`src/rtl/ysyx_24100005_ifu.sv`:
```
// Instruction fetch unit: owns the PC, fetches one word per instruction, hands it to the core and records fetch faults.
// Latency: at least 3 cycles per instruction (REQ, WAIT, HOLD); inst_valid rises on the edge that samples the response.
// Backpressure: addr is held until imem_req_ready; inst/inst_pc are held until inst_ready; one request outstanding at most.
module ysyx_24100005_ifu #(
    parameter logic [31:0] RESET_PC = 32'h8000_0000,
    parameter int unsigned TIMEOUT  = 255
) (
    input  logic        clk,
    input  logic        rst,
    output logic        imem_req_valid,
    input  logic        imem_req_ready,
    output logic [31:0] imem_req_addr,
    input  logic        imem_rsp_valid,
    input  logic [31:0] imem_rsp_data,
    input  logic        imem_rsp_err,
    output logic        inst_valid,
    input  logic        inst_ready,
    output logic [31:0] inst,
    output logic [31:0] inst_pc,
    input  logic [31:0] dnpc,
    output logic        fault,
    output logic [1:0]  fault_cause,
    output logic [31:0] fetch_cnt
);

    typedef enum logic [2:0] {
        S_IDLE,
        S_REQ,
        S_WAIT,
        S_HOLD,
        S_FAULT
    } state_t;

    localparam logic [1:0] CAUSE_MISALIGN = 2'b01;
    localparam logic [1:0] CAUSE_RSP_ERR  = 2'b10;
    localparam logic [1:0] CAUSE_TIMEOUT  = 2'b11;
    // Counter value on the last WAIT cycle allowed before declaring a timeout.
    localparam logic [7:0] WAIT_LAST      = 8'(TIMEOUT - 1);

    state_t      state;
    logic [31:0] pc;
    logic [7:0]  wait_cnt;

    assign imem_req_addr = pc;

    always_ff @(posedge clk or negedge rst) begin
        if (!rst) begin
            state          <= S_IDLE;
            pc             <= RESET_PC;
            wait_cnt       <= 8'd0;
            imem_req_valid <= 1'b0;
            inst_valid     <= 1'b0;
            inst           <= 32'd0;
            inst_pc        <= 32'd0;
            fault          <= 1'b0;
            fault_cause    <= 2'b00;
            fetch_cnt      <= 32'd0;
        end else begin
            case (state)
                S_IDLE: begin
                    state          <= S_REQ;
                    imem_req_valid <= 1'b1;
                end
                S_REQ: begin
                    if (imem_req_ready) begin
                        state          <= S_WAIT;
                        imem_req_valid <= 1'b0;
                        wait_cnt       <= 8'd0;
                    end
                end
                S_WAIT: begin
                    // A response arriving on the timeout cycle still counts.
                    if (imem_rsp_valid) begin
                        if (imem_rsp_err) begin
                            state       <= S_FAULT;
                            fault       <= 1'b1;
                            fault_cause <= CAUSE_RSP_ERR;
                        end else begin
                            state      <= S_HOLD;
                            inst       <= imem_rsp_data;
                            inst_pc    <= pc;
                            inst_valid <= 1'b1;
                        end
                    end else if (wait_cnt == WAIT_LAST) begin
                        state       <= S_FAULT;
                        fault       <= 1'b1;
                        fault_cause <= CAUSE_TIMEOUT;
                    end else begin
                        wait_cnt <= wait_cnt + 8'd1;
                    end
                end
                S_HOLD: begin
                    if (inst_ready) begin
                        inst_valid <= 1'b0;
                        fetch_cnt  <= fetch_cnt + 32'd1;
                        pc         <= dnpc;
                        if (dnpc[1:0] != 2'b00) begin
                            state       <= S_FAULT;
                            fault       <= 1'b1;
                            fault_cause <= CAUSE_MISALIGN;
                        end else begin
                            state          <= S_REQ;
                            imem_req_valid <= 1'b1;
                        end
                    end
                end
                S_FAULT: begin
                    state <= S_FAULT;
                end
                default: begin
                    state <= S_IDLE;
                end
            endcase
        end
    end

endmodule
```
`config.mk`:
```
export PLATFORM = sky130hd
export DESIGN_NAME = ysyx_24100005_ifu
export DESIGN_NICKNAME = d
export VERILOG_FILES = /design/src/rtl/ysyx_24100005_ifu.sv
export SDC_FILE = /design/constraint.sdc
export NUM_CORES = 1
export LEC_CHECK = 0
export BUFFER_PORTS_ARGS = -buffer_cell sky130_fd_sc_hd__buf_2
export CAP_MARGIN = 20
export CORE_UTILIZATION = 50
export DETAILED_ROUTE_END_ITERATION = 7
export PLACE_DENSITY_LB_ADDON = 0.15
export SETUP_SLACK_MARGIN = 0.05
export SLEW_MARGIN = 20
export SYNTH_ARGS = -nofsm -noshare
export SYNTH_HDL_FRONTEND = slang
export SYNTH_SLANG_ARGS = --single-unit
```
`constraint.sdc`:
```
create_clock -name clk -period 1.9 [get_ports clk]
set_input_delay 0.475 -clock clk [delete_from_list [all_inputs] [get_ports clk]]
set_output_delay 0.475 -clock clk [all_outputs]
set_load 0.05 [all_outputs]
```
==> results.txt <==
nets@finish: 792
Critical Path AT: 2.07 ns
layout cells sized above 1: 44.54%
violated checks: negative hold slack
Clock transition at path regs: 0.06 ns
worst rel slew slack: 67.08%
post-route ant nets: 0
Worst Skew: 0.007951 ns
Die Span X: 113.4 µm
synthesized flop and latch total: 144
Power Internal: 7.904 mW
syn avg cell area: 12.29 µm²
CP delay by family, top: simple AND/OR/NAND/NOR gates
Pwr Total: 14.89 mW
Worst-Margin Slew: 0.4919 ns
warnings from Yosys: 0
CTS Sinks: 144
fill count: 945
Async S/R FF share, synth: 100.0%
global placement routability congestion: 0.7938
clk_lat worst skew: 0.41 ns
buffers and inverters on the worst path: 1
largest incremental delay on the critical path: 0.42 ns
hold_buf cts: 0
PwrDens: 1860 nW/µm²
DP Worst Slack: 0.07658 ns
part of the Yosys area used for sequential elements: 58.07%
core box area: 12060 µm²
Fmax: 0.5641 GHz
post-detail-place hpwl: 9437 µm
first-pass GRT wire length: 21980 µm
maximum vdd drop: 1395 µV
final wirelength: 13500 µm
Chip Height: 113.4 µm
synthesized cell area: 6207 µm²
CP max FO: 65
Clock H-tree levels: 4
worst endpoint required time: 2.19 ns
PortBufs: 202
GRT Overall Usage: 22.16%
Final Hold Viols: 3
Die ar.: 12860 µm²
drt pass-1 iters: 4
Critical Path Start Type: flip-flop
gr ovfl total: 0
drt initial violations: 251
largest net degree at the start of global routing: 66
Util after Layout: 66.38%
Seq pwr share: 33.0%
Sum Neg Setup Slack: 0 ns
vias in the first global route: 4393
row count: 40
EDFF count, synth: 0
Final WS setup: 0.1273 ns
CTS tree: done
RSZ-0062 raised after global routing: no
most frequent cells in the layout: 201 x buf_2, 136 x dfrtp_1, 112 x nand2_1
area growth from synthesis to layout: 28.99%
Clk pwr share: 20.7%
Slowest-stage cell, CP: dfrtp_1
cts bufs inserted: 17
Comb power frac: 46.3%
MaxCap Viol Count: 0
routed len/inst: 15.00 µm
critical path, cell by cell: nand2b_2 -> nor2_2 -> nand3b_1 -> buf_12 -> mux2_4
initial antenna violation count: 0
Hold Crit Class: in2async
drt via density: 5.034
CTS Root Cell: clkbuf_16
leak pwr: 4.261 nW
via count: 4531
NetSw: 6.988 mW
I/O pin count: 203
commonest non-fill, non-tap cell in the layout: buf_2
Min Clock Period, post-route: 1.773 ns
Net Sw Frac: 46.92%
Clock Tree Buf Depth: 2
final worst path period share: 93.30%
CP endpoint kind: flip-flop
drt drc: 0
Initial Util: 51.46%
Final setup viols: 0
total nets after synthesis: 578
final antenna diode count: 0
Synth Flop Type: dfrtp_1
Synth cell types: 44
Setup Crit Path Kind: reg2reg
Synth Instances: 505
Hold WS: -0.004863 ns
Slew Limit Fails: 0
run status: finished, violations left
cell families (layout without fill, tap and decap cells):
family | Yosys count | after routing | share of synthesized area (%)
simple gates | 201 | 201 | 16.71
flops | 144 | 144 | 58.07
mux | 71 | 71 | 14.49
xor+xnor | 31 | 31 | 4.374
buf+inv | 30 | 257 | 2.741
compound gates | 25 | 25 | 3.004
fa+ha+maj | 3 | 3 | 0.6048
cell type report:
| cell class | instances | area (µm²) | share of cell area (%) |
|---|---|---|---|
| timing repair buffer | 217 | 1167 | 14.58 |
| clock inverter | 10 | 87.58 | 1.094 |
| sequential | 144 | 3613 | 45.13 |
| multi-input combinational | 331 | 2434 | 30.40 |
| inverter | 8 | 30.03 | 0.3751 |
| tap | 168 | 210.2 | 2.625 |
| clock buffer | 22 | 464.2 | 5.798 |
power groups by stage:
| stage | Sequential [mW] | Combinational, mW | Clock [mW] |
|---|---|---|---|
| 2_1_floorplan | 8.47 | 1.70 | 0 |
| 3_3_place_gp | 4.88 | 6.86 | 0 |
| 3_5_place_dp | 4.94 | 6.93 | 0 |
| 4_1_cts | 4.91 | 6.94 | 3.15 |
| 5_1_grt | 5.07 | 7.21 | 3.29 |
| 6_report | 4.92 | 6.89 | 3.09 |
cell usage after synthesis, types with 4 or more instances:
master	count	area share (%)
dfrtp_1	143	58
clkbuf_1	5	0.30
mux2_1	12	2.2
nor3_1	4	0.32
a21oi_1	10	0.81
nor2b_1	5	0.50
nand3_1	13	1.0
mux2_2	31	5.6
xnor2_1	27	3.8
nand2_1	112	6.8
inv_1	8	0.48
and4_1	6	0.85
buf_6	5	0.91
buf_2	10	0.81
nor2_1	11	0.67
xor2_1	4	0.56
nand4_1	19	1.9
mux2_4	27	6.5
nand2b_1	4	0.40
and3_1	9	0.91
flip-flops by register name, summed over array words and instances, names as in the netlist:
register,cells
inst,32
wait_cnt,8
fault_cause,2
imem_req_valid,1
fault,1
fetch_cnt,32
inst_pc,32
imem_req_addr,32
state,3
inst_valid,1
metal layers:
metal | vias up | track usage [%] | wire, µm
met5 | - | 0 | 0
met4 | 0 | 7.982 | 184
met2 | 154 | 35.05 | 6466
met3 | 13 | 6.961 | 832
met1 | 2202 | 28.92 | 6013
li1 | 2162 | - | -
final timing paths:
check,start,endpoint,slack (ns),depth (start not counted)
min in group clk,dnpc[20],imem_req_addr[20],0.25,3
max,state[2],inst[2],0.13,5
min,rst,inst[11],-0.005,1
min reg2reg,imem_req_addr[31],imem_req_addr[31],0.47,2
max reg2reg,state[2],inst[2],0.13,5
max in group asynchronous,rst,fetch_cnt[0],1.28,2
what timing repair did:
item | in CTS | in global routing
setup buffers | 0 | 0
endpoints found under the setup margin | 0 | 77
resized for setup | 0 | 3
stage by stage:
stage	cell area, µm²	std cells
2_1_floorplan	6213	505
4_1_cts	8003	900
3_3_place_gp	7451	868
3_5_place_dp	7451	868
6_report	8006	900
5_1_grt	8006	900
Note: power is estimated with default switching activity, not from simulation.
